$ cat config.mk
export PLATFORM = sky130hd
export DESIGN_NAME = echo_ranger_flat
export DESIGN_NICKNAME = d
export VERILOG_FILES = /design/src/rtl/echo_ranger_if.sv /design/src/rtl/echo_ranger.sv /design/src/flat_wrapper.sv
export SDC_FILE = /design/constraint.sdc
export NUM_CORES = 1
export LEC_CHECK = 0
export BUFFER_PORTS_ARGS = -buffer_cell sky130_fd_sc_hd__buf_4
export CORE_MARGIN = 3
export CORE_UTILIZATION = 55
export CTS_BUF_LIST = sky130_fd_sc_hd__clkbuf_4 sky130_fd_sc_hd__clkbuf_8
export CTS_CLUSTER_SIZE = 8
export DETAILED_ROUTE_END_ITERATION = 8
export GPL_TIMING_DRIVEN = 0
export PLACE_DENSITY = 0.72
export RECOVER_POWER = 100
export SYNTH_ARGS = -nofsm -noshare
export SYNTH_HDL_FRONTEND = slang
export SYNTH_SLANG_ARGS = --single-unit
$ cat constraint.sdc
create_clock -name clk -period 4.3 [get_ports clk]
set_input_delay 0.43 -clock clk [delete_from_list [all_inputs] [get_ports clk]]
set_output_delay 0.43 -clock clk [all_outputs]
set_load 0.01 [all_outputs]
$ cat src/rtl/echo_ranger_if.sv
// Result channel from the echo ranger to display/threshold logic.
// Valid/ready handshake carrying the measured range and its qualifiers.
interface echo_ranger_if #(
    parameter int DIST_W = 9
);
    logic              dist_valid;
    logic              dist_ready;
    logic [DIST_W-1:0] dist_cm;
    logic              no_echo;
    logic              over_range;
    logic              near;

    modport master (
        output dist_valid,
        output dist_cm,
        output no_echo,
        output over_range,
        output near,
        input  dist_ready
    );

    modport slave (
        input  dist_valid,
        input  dist_cm,
        input  no_echo,
        input  over_range,
        input  near,
        output dist_ready
    );
endinterface

$ cat src/rtl/echo_ranger.sv
// HC-SR04 echo pulse timer: measures echo high time and converts it to whole cm
// by prescaled counting, presenting one result per ping on a valid/ready channel.
module echo_ranger #(
    parameter int CYC_PER_CM  = 2900,
    parameter int DIST_W      = 9,
    parameter int MAX_CM      = 400,
    parameter int ARM_TIMEOUT = 50000
) (
    input  logic              clk,
    input  logic              rst_n,
    input  logic              start,
    input  logic              echo,
    input  logic [DIST_W-1:0] near_cm,
    output logic              busy,
    echo_ranger_if.master     res
);

    localparam int CYC_W = $clog2(CYC_PER_CM);
    localparam int ARM_W = $clog2(ARM_TIMEOUT + 1);

    localparam logic [CYC_W-1:0]  CYC_LAST = CYC_W'(CYC_PER_CM - 1);
    localparam logic [CYC_W-1:0]  CYC_ONE  = CYC_W'(1);
    localparam logic [ARM_W-1:0]  ARM_LAST = ARM_W'(ARM_TIMEOUT - 1);
    localparam logic [DIST_W-1:0] CM_LAST  = DIST_W'(MAX_CM - 1);
    localparam logic [DIST_W-1:0] CM_MAX   = DIST_W'(MAX_CM);

    typedef enum logic [1:0] {
        IDLE    = 2'd0,
        ARMED   = 2'd1,
        MEASURE = 2'd2,
        HOLD    = 2'd3
    } state_e;

    state_e state_q, state_d;

    logic echo_m_q, echo_s_q, echo_d_q;

    logic [ARM_W-1:0]  arm_cnt_q, arm_cnt_d;
    logic [CYC_W-1:0]  cyc_cnt_q, cyc_cnt_d;
    logic [DIST_W-1:0] cm_cnt_q,  cm_cnt_d;

    logic              dist_valid_q, dist_valid_d;
    logic [DIST_W-1:0] dist_cm_q,    dist_cm_d;
    logic              no_echo_q,    no_echo_d;
    logic              over_range_q, over_range_d;
    logic              near_q,       near_d;

    logic rise, fall, cm_tick, cm_hit_max, arm_done, accept;

    assign rise       = echo_s_q & ~echo_d_q;
    assign fall       = ~echo_s_q & echo_d_q;
    assign cm_tick    = echo_s_q & (cyc_cnt_q == CYC_LAST);
    assign cm_hit_max = cm_tick & (cm_cnt_q == CM_LAST);
    assign arm_done   = (arm_cnt_q == ARM_LAST);
    assign accept     = dist_valid_q & res.dist_ready;

    // State and datapath registers
    always_ff @(posedge clk or negedge rst_n) begin
        if (!rst_n) begin
            state_q      <= IDLE;
            echo_m_q     <= 1'b0;
            echo_s_q     <= 1'b0;
            echo_d_q     <= 1'b0;
            arm_cnt_q    <= '0;
            cyc_cnt_q    <= '0;
            cm_cnt_q     <= '0;
            dist_valid_q <= 1'b0;
            dist_cm_q    <= '0;
            no_echo_q    <= 1'b0;
            over_range_q <= 1'b0;
            near_q       <= 1'b0;
        end else begin
            state_q      <= state_d;
            echo_m_q     <= echo;
            echo_s_q     <= echo_m_q;
            echo_d_q     <= echo_s_q;
            arm_cnt_q    <= arm_cnt_d;
            cyc_cnt_q    <= cyc_cnt_d;
            cm_cnt_q     <= cm_cnt_d;
            dist_valid_q <= dist_valid_d;
            dist_cm_q    <= dist_cm_d;
            no_echo_q    <= no_echo_d;
            over_range_q <= over_range_d;
            near_q       <= near_d;
        end
    end

    // Next state; a fall always wins over the MAX_CM wrap in MEASURE
    always_comb begin
        state_d = state_q;
        case (state_q)
            IDLE:    if (start) state_d = ARMED;
            ARMED:   if (rise) state_d = MEASURE;
                     else if (arm_done) state_d = HOLD;
            MEASURE: if (fall || cm_hit_max) state_d = HOLD;
            HOLD:    if (accept) state_d = IDLE;
            default: state_d = IDLE;
        endcase
    end

    // Counters and result latching
    always_comb begin
        logic              load;
        logic [DIST_W-1:0] ld_dist;
        logic              ld_no_echo;
        logic              ld_over;

        arm_cnt_d    = arm_cnt_q;
        cyc_cnt_d    = cyc_cnt_q;
        cm_cnt_d     = cm_cnt_q;
        dist_valid_d = dist_valid_q;
        dist_cm_d    = dist_cm_q;
        no_echo_d    = no_echo_q;
        over_range_d = over_range_q;
        near_d       = near_q;
        load         = 1'b0;
        ld_dist      = '0;
        ld_no_echo   = 1'b0;
        ld_over      = 1'b0;

        case (state_q)
            IDLE: begin
                if (start) begin
                    arm_cnt_d = '0;
                    cyc_cnt_d = '0;
                    cm_cnt_d  = '0;
                end
            end
            ARMED: begin
                // The rise cycle already has echo_s high, so it is the first counted cycle
                if (rise) begin
                    cyc_cnt_d = CYC_ONE;
                end else if (arm_done) begin
                    load       = 1'b1;
                    ld_no_echo = 1'b1;
                end else begin
                    arm_cnt_d = arm_cnt_q + 1'b1;
                end
            end
            MEASURE: begin
                if (fall) begin
                    load    = 1'b1;
                    ld_dist = cm_cnt_q;
                end else if (cm_tick) begin
                    cyc_cnt_d = '0;
                    cm_cnt_d  = cm_cnt_q + 1'b1;
                    if (cm_hit_max) begin
                        load    = 1'b1;
                        ld_dist = CM_MAX;
                        ld_over = 1'b1;
                    end
                end else if (echo_s_q) begin
                    cyc_cnt_d = cyc_cnt_q + 1'b1;
                end
            end
            HOLD: begin
                if (accept) dist_valid_d = 1'b0;
            end
            default: ;
        endcase

        if (load) begin
            dist_valid_d = 1'b1;
            dist_cm_d    = ld_dist;
            no_echo_d    = ld_no_echo;
            over_range_d = ld_over;
            near_d       = ~ld_no_echo & ~ld_over & (ld_dist < near_cm);
        end
    end

    // Outputs
    always_comb begin
        busy           = (state_q != IDLE);
        res.dist_valid = dist_valid_q;
        res.dist_cm    = dist_cm_q;
        res.no_echo    = no_echo_q;
        res.over_range = over_range_q;
        res.near       = near_q;
    end

endmodule

$ cat src/flat_wrapper.sv
// flat-port wrapper written by rule: the top's interface ports become plain ports
module echo_ranger_flat 
#(
    parameter int CYC_PER_CM  = 2900,
    parameter int DIST_W      = 9,
    parameter int MAX_CM      = 400,
    parameter int ARM_TIMEOUT = 50000
)
  (clk, rst_n, start, echo, near_cm, busy, res_dist_valid, res_dist_cm, res_no_echo, res_over_range, res_near, res_dist_ready);
  echo_ranger_if #(.DIST_W(DIST_W)) res_i ();
  input  logic clk;
  input  logic rst_n;
  input  logic start;
  input  logic echo;
  input  logic [DIST_W-1:0] near_cm;
  output logic busy;
  output wire logic [$bits(res_i.dist_valid)-1:0] res_dist_valid;
  output wire logic [$bits(res_i.dist_cm)-1:0] res_dist_cm;
  output wire logic [$bits(res_i.no_echo)-1:0] res_no_echo;
  output wire logic [$bits(res_i.over_range)-1:0] res_over_range;
  output wire logic [$bits(res_i.near)-1:0] res_near;
  input wire logic [$bits(res_i.dist_ready)-1:0] res_dist_ready;
  assign res_dist_valid = res_i.dist_valid;
  assign res_dist_cm = res_i.dist_cm;
  assign res_no_echo = res_i.no_echo;
  assign res_over_range = res_i.over_range;
  assign res_near = res_i.near;
  assign res_i.dist_ready = res_dist_ready;
  echo_ranger #(.CYC_PER_CM(CYC_PER_CM), .DIST_W(DIST_W), .MAX_CM(MAX_CM), .ARM_TIMEOUT(ARM_TIMEOUT)) u_core (.clk(clk), .rst_n(rst_n), .start(start), .echo(echo), .near_cm(near_cm), .busy(busy), .res(res_i));
endmodule
# == Word-level counts from Yosys, hierarchy flattened ==
# Cells that the tools add are included.
# word_totals
wordCells,92
output_inout_bits,14
register_bits,55
input_bits,14
# classes
reduce_logical,13
eq_ne,16
muxes,36
bitwise_logic,11
add_sub_neg,3
magnitude_cmp,1
# ops
cell,n
$mux W9,7
$mux W12,5
$mux W16,3
$pmux W12 S3,1
$pmux W16 S2,1
$pmux W9 S2,1
$add A16 B1 Y16 const B,1
$eq A16 B16 Y1 const B,1
$add A12 B1 Y12 const B,1
$eq A12 B12 Y1 const B,1
$reduce_and A4 Y1,3
$mux W1,11
$mux W2,5
$reduce_bool A2 Y1,5
$add A9 B1 Y9 const B,1
$eq A9 B9 Y1 const B,1
$lt A9 B9 Y1,1
$ne A2 B1 Y1 const B,4
$ne A2 B2 Y1 const B,4
$pmux W2 S4,1
$and A1 B1 Y1,7
$ne A3 B1 Y1 const B,2
$reduce_and A5 Y1,1
$eq A2 B2 Y1 const B,2
7 further kinds,10

# == Depth between registers and ports, before layout ==
# Gate-level depths: netlist (run 1).
# logic_depth
depth_word,10
mapped_depth,13
ltp_nobuf,11

# == Worst setup path before layout (run 1) ==
# Ideal clock, no wire load.
# synth_timing
kind,reg2reg
from,register u_core.state_q[0]
to,"register u_core.near_q, in the netlist u_core.res.near"
setup_time_ps,101
t_required_ps,4199
slack_ps,1751
path_stages_with_launch,14
t_arrival_ps,2449
path_cell_list,dfrtp_1 -> inv_1 -> ha_1 -> buf_2 -> clkinv_1 -> nor2_1 -> clkbuf_1 -> and2_1 -> ha_1 -> a21oi_1 -> nor2b_1 -> o21ai_0 -> nand4b_1 -> o32ai_1
# synth_via
elab_chain_len,5
word_cells_on_any_way,11
classes_between,order compare (1); eq/ne (2); mux (4); bitwise (4)
# synth_lines
element,line_no,text
"start, declared",echo_ranger.sv:34,"state_e state_q, state_d;"
"start signal, assigned",echo_ranger.sv:73,state_q <= state_d;
"parallel branches: the longest is 5 deep, another holds $lt A9 B9 Y1",n/a,
"end signal, assigned",echo_ranger.sv:84,near_q <= near_d;
"end, declared",echo_ranger.sv:46,"logic near_q, near_d;"
# Parallel ways; which one is timed is not known.
# A chain may end at the register's enable or synchronous reset.

# == Worst setup path after layout (run 1) ==
# Ends and elaborated chain as after synthesis.

==> reports/qor.txt, run 1 <==
top cells by count, synth: dfrtp_1 (55), nor2_1 (50), nand2_1 (28)
gate count of the mapped netlist: 373
effective utilization at floorplan: 0.589
share of the core filled with cells: 0.645
simple logic cell fraction of the synthesized area: 0.270
die extent in x: 84.2 um
Max clock buf depth: 2
Leakage Power: 1.65 nW
fraction of synthesized area in multiplexers: 0.0487
number of global-route vias before repair: 2734
endpoint kind of the worst setup timing path: flop
area growth from synthesis to layout: 9.45%
proportion of synthesized flip-flops having asynchronous set or reset: 1.00
total of endpoints with negative setup slack in the final report: 0
Peak VDD IR: 0.239 mV
aggregate negative setup slack: 0 ns
TritonCTS clock tree: yes
Max stage delay cell, worst path: dfrtp_1
routability-driven placement congestion ratio: 0.877
most used flip-flop cell after synthesis: dfrtp_1
DR vias/cell: 5.84
dominant combinational cell family by area after synthesis: simple AND/OR/NAND/NOR gates
All-Layer GR Usage: 0.226
unique cell type count in the Yosys netlist: 57
wire length per cell after detailed routing: 15.6 um
top area cells in the synthesized netlist: dfrtp_1 (41%), ha_1 (5.6%), nor2_1 (5.6%)
number of gates resized after cts: 0
fillers: 490
Final Max Slew Viols: 56
number of buffers inserted during clock tree synthesis: 5
hold_ws: 0.239 ns
count of clock tree sinks: 55
largest net degree at the start of global routing: 56
worst-path fanout max: 10
Final min period: 3.41 ns
count of max-cap constraint violations: 1
Clock Pin Slew Worst Setup and Hold Paths: 0.10 ns
number of detailed-routing iterations run before antenna repair: 4
transition time at the pin with the least slew margin: 2.92 ns
post-synth top area share: 0.409
initial detailed-routing violation count: 183
# IOs: 28
Detailed Route WL: 7480 um
run status: complete, but fails checks
clock skew: 0.00843 ns
count of state elements after synthesis: 55
top cell type by total area after synthesis: dfrtp_1
share of cells above drive strength 1: 0.0882
share of synthesized cell area in full adder, half adder and majority cells: 0.0558
ANT nets after route: 0
area post-placement: 3660 um2
CP Launch Type: flop
arrival time at the worst endpoint: 3.63 ns
final-stage net count: 436
type of the worst setup path: reg2reg
standard-cell row count: 27
number of synthesized flops with an enable pin: 0
mean instance size in the synthesized netlist: 9.02 um2
nets in the synthesized netlist: 402
Hold Violations, Final: 0
number of H-tree levels: 2
Power Dens Cells: 460 nW/um2
class of the worst hold path: in2reg
remaining global-route overflow: 0
Antenna diodes: 0
setup bufs post-CTS: 0
post-synthesis instance area: 3360 um2
CTS root buf: clkbuf_8
most repeated cell in the gate-level netlist after synthesis: dfrtp_1
IO Port Bufs: 27
worst max-slew margin expressed relative to the limit: -0.943
total non-filler cell area in the finished layout: 3680 um2
die area: 7090 um2
Critical Path, Cell by Cell: inv_1 -> ha_1 -> clkbuf_1 -> clkinv_1 -> nor2_1 -> clkbuf_1 -> and2_0 -> ha_1 -> a21oi_1 -> nor2b_1 -> o21ai_0 -> nand4b_1 -> o32ai_1
cts hold-fix bufs: 0
failing checks: max-capacitance violations, max-slew violations
fmax: 0.294 GHz
total power: 1.69 mW
HPWL reported at the end of detailed placement: 5400 um
sequential element share of the synthesized area: 0.409
clock latency on the worst-skew pair: 0.32 ns
post-route DRC violation count: 0
number of vias in the routed layout: 2802
Die Ht: 84.2 um
first-pass GRT wire length: 13200 um
Tcrit/Tclk final: 0.792
initial antenna violation count: 0
compound-cell area share of the yosys netlist: 0.115
standard cell core area: 5710 um2
xor and xnor area share after synthesis: 0.0521
setup repair after global routing missed its margin: no
required time worst endpoint: 4.52 ns
biggest cell delay along the critical path: 0.42 ns
Warnings, synthesis: 0
==> worst max-delay path: cells and delay by family (launching register included) <==
family	cells	cell delay (ns)
compound gates	3	0.60
buf+inv	4	1.21
flops	1	0.42
simple gates	4	0.67
fa+ha+maj	2	0.41
==> metal layers <==
metal	up-vias	track usage	share of wire
met5	-	0	0
met1	1351	0.333	0.48
met4	0	0.0497	0.0079
met3	5	0.0353	0.040
met2	50	0.353	0.47
li1	1396	-	-
==> cell families after synthesis <==
group,after synthesis
and+or+nand+nor,172
muxes,15
buffers and inverters,39
xor gates and xnor gates,20
adders and majority gates,15
AOI/OAI and AO/OA,57
DFF,55
==> final cells by class <==
class,count,area [um2],area share
repair buffers,27,150,0.0408
clock buffers,8,104,0.0282
multi-input cells,279,1810,0.491
well taps,72,90.1,0.0245
flip-flops and latches,55,1380,0.374
inverters,23,86.3,0.0235
plain buffers,16,66.3,0.0180
==> through the flow <==
stage / cells / setup WS, ns
global route: 480 / 0.368
global placement: 472 / 1.23
finish: 480 / 0.894
CTS: 480 / 1.20
detailed placement: 472 / 1.24
floorplan: 373 / 1.75
==> cell usage in the layout, fill, tap and decap left out, types with 6 or more instances in the layout <==
master | Yosys | final
inv_1 | 22 | 22
clkbuf_1 | 8 | 27
clkbuf_8 | 0 | 7
mux2i_1 | 6 | 7
and2_1 | 8 | 7
nand3_1 | 19 | 19
ha_1 | 15 | 15
buf_4 | 2 | 13
nor3_1 | 11 | 11
nand4_1 | 18 | 18
a21oi_1 | 10 | 10
nand2_1 | 28 | 28
xor2_1 | 15 | 15
dfrtp_1 | 55 | 55
nor2_1 | 50 | 50
mux2_2 | 6 | 6
o21ai_0 | 16 | 16
==> power by group <==
part | switching (mW) | internal (mW) | total (mW)
Clock | 0.173 | 0.154 | 0.327
Combinational | 0.446 | 0.242 | 0.688
Sequential | 0.0833 | 0.597 | 0.680
Total | 0.702 | 0.992 | 1.69
==> path summary, 6_finish.rpt <==
path	startpoint	endpoint	slack, ns	cells past startpoint
max reg2reg	u_core.state_q[0]	u_core.res.near	0.89	13
max	u_core.state_q[0]	u_core.res.near	0.89	13
max in group asynchronous	rst_n	u_core.arm_cnt_q[1]	1.61	1
min in group asynchronous	rst_n	u_core.arm_cnt_q[8]	1.05	1
min reg2reg	u_core.echo_m_q	u_core.echo_s_q	0.36	0
min	echo	u_core.echo_m_q	0.24	1
==> state kept, by name, indices dropped and copies added (netlist names) <==
name,count
u_core.arm_cnt_q,16
u_core.cm_cnt_q,9
u_core.cyc_cnt_q,12
u_core.echo_d_q,1
u_core.echo_m_q,1
u_core.echo_s_q,1
u_core.res.dist_cm,9
u_core.res.dist_valid,1
u_core.res.near,1
u_core.res.no_echo,1
u_core.res.over_range,1
u_core.state_q,2
Note: power is estimated with default switching activity, not from simulation.
==> inputs of run 2 (changes only) <==
--- a/config.mk
+++ b/config.mk
@@ -5,6 +5,7 @@
 export SDC_FILE = /design/constraint.sdc
 export NUM_CORES = 1
 export LEC_CHECK = 0
+export ABC_AREA = 1
 export BUFFER_PORTS_ARGS = -buffer_cell sky130_fd_sc_hd__buf_4
 export CORE_MARGIN = 3
 export CORE_UTILIZATION = 55
@@ -12,7 +13,7 @@
 export CTS_CLUSTER_SIZE = 8
 export DETAILED_ROUTE_END_ITERATION = 8
 export GPL_TIMING_DRIVEN = 0
-export PLACE_DENSITY = 0.72
+export PLACE_DENSITY = 0.75
 export RECOVER_POWER = 100
 export SYNTH_ARGS = -nofsm -noshare
 export SYNTH_HDL_FRONTEND = slang
==> constraint.sdc (replaced) <==
create_clock -name clk -period 2.9 [get_ports clk]
set_input_delay 0.29 -clock clk [delete_from_list [all_inputs] [get_ports clk]]
set_output_delay 0.29 -clock clk [all_outputs]
set_load 0.01 [all_outputs]
==> reports/qor.txt, run 2 <==
run status: complete, no violations
wire length per cell after detailed routing: 12.9 um
commonest non-fill, non-tap cell in the layout: nand2_1
worst hold start: echo
setup bufs post-CTS: 0
setup repair after global routing missed its margin: no
clock latency on the worst-skew pair: 0.31 ns
nets in the synthesized netlist: 523
most used flip-flop cell after synthesis: dfrtp_1
top cell type by total area after synthesis: dfrtp_1
All-Layer GR Usage: 0.230
number of global-route vias before repair: 3103
worst hold stages: 1
area growth from synthesis to layout: 8.64%
Worst Slack Setup Final: 0.428 ns
start of the worst register-to-register path: u_core.cm_cnt_q[0]
count of max-cap constraint violations: 0
post-route DRC violation count: 0
cts hold-fix bufs: 0
Reg2Reg Depth: 14
unique cell type count in the Yosys netlist: 30
count of clock tree sinks: 55
Peak VDD IR: 0.304 mV
Power Dens Cells: 627 nW/um2
ANT nets after route: 0
Die Ht: 86.0 um
Placement Setup Slack: 0.511 ns
CP Launch Type: flop
class of the worst hold path: in2reg
Detailed Route WL: 7820 um
routability-driven placement congestion ratio: 0.903
Antenna diodes: 0
transition time at the pin with the least slew margin: 1.37 ns
IO Port Bufs: 27
post-synthesis instance area: 3520 um2
type of the worst setup path: reg2reg
DR vias/cell: 5.37
standard cell core area: 6060 um2
count of state elements after synthesis: 55
number of placed instances, taps included: 596
Hold Violations, Final: 0
number of buffers inserted during clock tree synthesis: 5
non-filler instance count after layout: 604
HPWL reported at the end of detailed placement: 5990 um
number of detailed-routing iterations run before antenna repair: 5
most repeated cell in the gate-level netlist after synthesis: nand2_1
number of vias in the routed layout: 3244
die area: 7400 um2
gate count of the mapped netlist: 494
registers with the most flip-flops: u_core.arm_cnt_q (16), u_core.cyc_cnt_q (12)
terminating pin of the worst hold path: u_core.echo_m_q
worst-path fanout max: 5
number of H-tree levels: 2
remaining global-route overflow: 0
effective utilization at floorplan: 0.581
flip-flop count of the largest register after layout: 16
share of cells above drive strength 1: 0.0699
Warnings, synthesis: 0
R2R Setup Slk: 0.43 ns
number of gates resized after cts: 0
post-synth top area share: 0.391
CTS root buf: clkbuf_8
worst max-slew margin expressed relative to the limit: 0.0879
die extent in x: 86.0 um
TritonCTS clock tree: yes
Max clock buf depth: 2
number of synthesized flops with an enable pin: 0
largest net degree at the start of global routing: 56
final-stage net count: 557
top cells by count, synth: nand2_1 (142), nor2_1 (59), dfrtp_1 (55)
aggregate negative setup slack: 0 ns
top library cells by usage in the layout, fill and taps aside: nand2_1 (145), nor2_1 (63), inv_1 (57)
Clock Pin Slew Worst Setup and Hold Paths: 0.10 ns
endpoint kind of the worst setup timing path: flop
area of the multi-input gates: 1820 um2
mean instance size in the synthesized netlist: 7.13 um2
total of endpoints with negative setup slack in the final report: 0
hold_ws: 0.101 ns
fillers: 589
Tcrit/Tclk final: 0.852
Leakage Power: 1.85 nW
top area cells in the synthesized netlist: dfrtp_1 (39%), nand2_1 (15%), nor2_1 (6.3%)
Final min period: 2.47 ns
standard-cell row count: 28
first-pass GRT wire length: 13900 um
fmax: 0.405 GHz
RR Endpoint: u_core.res.near
clock skew: 0.00940 ns
most flop-heavy register: u_core.arm_cnt_q
proportion of synthesized flip-flops having asynchronous set or reset: 1.00
arrival time at the worst endpoint: 2.73 ns
register area: 1380 um2
# IOs: 28
Final Max Slew Viols: 0
initial detailed-routing violation count: 180
share of the core filled with cells: 0.631
sequential element share of the synthesized area: 0.391
initial antenna violation count: 0
required time worst endpoint: 3.15 ns
run 2: cell types whose count changed after synthesis, sizes merged, moves of 7 or more:
cell / delta
o21ai: +16
clkbuf: -7
and2: -9
mux2: -8
nand3: +23
nand2: +120
inv: +37
mux2i: -7
nor2: +15
run 2: worst max path at each step:
stage	startpoint	endpoint	slack, ns	depth (start not counted)
4_1_cts	u_core.cm_cnt_q[0]	u_core.res.near	0.49	14
6_report	u_core.cm_cnt_q[0]	u_core.res.near	0.43	14
3_3_place_gp	u_core.cm_cnt_q[1]	u_core.res.near	0.54	14
5_1_grt	u_core.cm_cnt_q[0]	u_core.res.near	0.15	15
2_1_floorplan	u_core.cm_cnt_q[0]	u_core.res.near	0.83	14
3_5_place_dp	u_core.cm_cnt_q[0]	u_core.res.near	0.51	14
run 2: logic make-up (layout without fill, tap and decap cells):
kind of cell / count (synthesis) / count (layout) / share of synthesized area
and+or+nand+nor: 289 / 289 / 0.355
buffers and inverters: 71 / 106 / 0.0849
DFF: 55 / 55 / 0.391
AOI/OAI and AO/OA: 47 / 47 / 0.0739
xor gates and xnor gates: 17 / 17 / 0.0423
adders and majority gates: 15 / 15 / 0.0533
run 2: per-stage QoR:
stage                     power (mW)  area (um2)
final                           2.40        3820
after global routing            2.59        3820
after detailed placement        1.97        3820
after CTS                       2.50        3930
after floorplan                 1.65        3520
after global placement          1.95        3820
run 2: routing by layer:
metal	vias to the layer above	track usage	share of wire
met2	76	0.357	0.46
met1	1509	0.325	0.48
met5	-	0	0
li1	1642	-	-
met3	17	0.0336	0.044
met4	0	0.0863	0.022
run 2: critical path, cell delays in order (launching register included):
cell and delay [ns]:
dfrtp_1 0.42, ha_1 0.23, nand3_1 0.16, nor2_1 0.28, nand3_1 0.17, nand2_2 0.14
inv_1 0.08, a21oi_1 0.12, ha_1 0.25, a21oi_1 0.15, o21a_1 0.14, nand3_1 0.07
nor2_1 0.10, nand2_1 0.05, nand2_1 0.05
run 2: cell type report:
cell class              count  area share
clock inverters             3      0.0124
clock buffers               5      0.0180
inverters                  60      0.0589
multi-input cells         368       0.475
repair buffers             27      0.0386
plain buffers              11      0.0131
well taps                  75      0.0245
flip-flops and latches     55       0.360
run 2: power by group:
| part | leakage [nW] | switching (mW) | total, mW | internal [mW] |
|---|---|---|---|---|
| clock | 0.0587 | 0.263 | 0.525 | 0.262 |
| sequential | 0.747 | 0.0815 | 0.935 | 0.854 |
| combinational | 1.05 | 0.684 | 0.939 | 0.255 |
| total | 1.85 | 1.03 | 2.40 | 1.37 |
==> inputs of run 3 (changes only) <==
--- a/config.mk
+++ b/config.mk
@@ -13,7 +13,7 @@
 export CTS_CLUSTER_SIZE = 8
 export DETAILED_ROUTE_END_ITERATION = 8
 export GPL_TIMING_DRIVEN = 0
-export PLACE_DENSITY = 0.75
+export PLACE_DENSITY = 0.72
 export RECOVER_POWER = 100
 export SYNTH_ARGS = -nofsm -noshare
 export SYNTH_HDL_FRONTEND = slang
==> constraint.sdc (replaced) <==
create_clock -name clk -period 2.49 [get_ports clk]
set_input_delay 0.249 -clock clk [delete_from_list [all_inputs] [get_ports clk]]
set_output_delay 0.249 -clock clk [all_outputs]
set_load 0.01 [all_outputs]
==> reports/qor.txt, run 3 (same netlist as run 2, synthesis figures left out) <==
run status: complete, no violations
registers with the most flip-flops: u_core.arm_cnt_q (16), u_core.cyc_cnt_q (12)
most flop-heavy register: u_core.arm_cnt_q
count of max-cap constraint violations: 0
hold_ws: 0.0597 ns
transition time at the pin with the least slew margin: 1.36 ns
Antenna diodes: 0
worst max-slew margin expressed relative to the limit: 0.0954
Max clock buf depth: 2
largest net degree at the start of global routing: 56
Peak VDD IR: 0.384 mV
biggest cell delay along the critical path: 0.41 ns
number of detailed-routing iterations run before antenna repair: 5
die extent in x: 86.0 um
All-Layer GR Usage: 0.238
buffering stage count on the worst path with inverters included: 1
routability-driven placement congestion ratio: 0.899
Die Ht: 86.0 um
Final Max Slew Viols: 0
Critical Path, Cell by Cell: ha_2 -> nand2_1 -> nor2_2 -> nand2_1 -> nor2_4 -> nand3_2 -> nand2_2 -> inv_1 -> a21oi_2 -> ha_1 -> a21oi_2 -> o21a_1 -> nand3_1 -> nor2_1 -> nand2_1 -> nand2_1
share of cells above drive strength 1: 0.126
CP Launch Type: flop
DR vias/cell: 5.34
wire length per cell after detailed routing: 13.1 um
Clock Pin Slew Worst Setup and Hold Paths: 0.10 ns
TritonCTS clock tree: yes
flip-flop count of the largest register after layout: 16
Worst Slack Setup Final: 0.182 ns
effective utilization at floorplan: 0.581
commonest non-fill, non-tap cell in the layout: nand2_1
Tcrit/Tclk final: 0.927
ANT nets after route: 0
remaining global-route overflow: 0
Leakage Power: 1.87 nW
post-route DRC violation count: 0
Power Dens Cells: 711 nW/um2
standard cell core area: 6060 um2
total of endpoints with negative setup slack in the final report: 0
standard-cell row count: 28
type of the worst setup path: reg2reg
IO Port Bufs: 27
fmax: 0.433 GHz
total non-filler cell area in the finished layout: 3920 um2
Max stage delay cell, worst path: dfrtp_1
number of H-tree levels: 2
Detailed Route WL: 7980 um
endpoint kind of the worst setup timing path: flop
final-stage net count: 561
clock skew: 0.00833 ns
initial detailed-routing violation count: 216
Placement Setup Slack: 0.00541 ns
aggregate negative setup slack: 0 ns
most numerous cell on the critical path: nand2_1
CTS root buf: clkbuf_8
area post-placement: 3820 um2
die area: 7400 um2
number of global-route vias before repair: 3097
required time worst endpoint: 2.76 ns
first-pass GRT wire length: 14300 um
# IOs: 28
cts hold-fix bufs: 0
initial antenna violation count: 0
area growth from synthesis to layout: 11.3%
Final min period: 2.31 ns
worst-path fanout max: 4
count of clock tree sinks: 55
class of the worst hold path: in2reg
gate family responsible for the most delay along the worst path: simple AND/OR/NAND/NOR gates
number of buffers inserted during clock tree synthesis: 5
HPWL reported at the end of detailed placement: 6060 um
number of vias in the routed layout: 3244
clock latency on the worst-skew pair: 0.32 ns
Hold Violations, Final: 0
arrival time at the worst endpoint: 2.58 ns
top library cells by usage in the layout, fill and taps aside: nand2_1 (142), nor2_1 (58), inv_1 (54), dfrtp_1 (54), nand3_1 (40)
run 3: changes by cell type in the layout (fill, tap and decap cells not counted), sizes merged:
cell | previous run | this run
clkinv | 3 | 2
clkinvlp | 0 | 2
bufinv | 1 | 0
clkbuf | 27 | 23
buf | 16 | 24
run 3: area by class of cell:
type | instances | area (um2)
plain buffers | 11 | 72.6
multi-input cells | 368 | 1880
inverters | 60 | 225
clock inverters | 3 | 20.0
flip-flops and latches | 55 | 1380
fillers | 591 | 2140
clock buffers | 5 | 68.8
repair buffers | 31 | 178
well taps | 75 | 93.8
run 3: final timing paths:
kind,depth (start not counted),endpoint,startpoint,slack [ns]
max in group asynchronous,1,u_core.state_q[0],rst_n,1.36
worst max register to register,16,u_core.res.near,u_core.cyc_cnt_q[0],0.18
worst min-delay path,1,u_core.echo_m_q,echo,0.06
min in group asynchronous,1,u_core.arm_cnt_q[9],rst_n,0.22
worst max-delay path,16,u_core.res.near,u_core.cyc_cnt_q[0],0.18
worst min register to register,0,u_core.echo_s_q,u_core.echo_m_q,0.36
run 3: per-stage QoR:
stage,total power [mW],std cells,utilization
after global routing,3.05,608,0.647
after detailed placement,2.32,596,0.630
after global placement,2.28,596,0.630
final,2.79,608,0.647
after floorplan,1.92,494,-
after CTS,2.83,604,0.645
run 3: routing by layer:
metal | track usage | vias to the layer above | part of all wire
met5 | 0 | - | 0
met3 | 0.0336 | 9 | 0.032
met4 | 0.0561 | 0 | 0.014
met2 | 0.404 | 66 | 0.47
met1 | 0.322 | 1515 | 0.48
li1 | - | 1654 | -
run 3: power by group:
group / internal (mW) / leakage, nW / switching (mW)
Combinational: 0.358 / 1.08 / 0.836
Clock: 0.197 / 0.0402 / 0.309
Sequential: 0.996 / 0.746 / 0.0900
Total: 1.55 / 1.87 / 1.24
run 3: repair_timing:
item,in CTS,in global routing
setup buffers,0,4
endpoints found under the setup margin,1,1
gates resized for setup,1,11
pin swaps,0,2
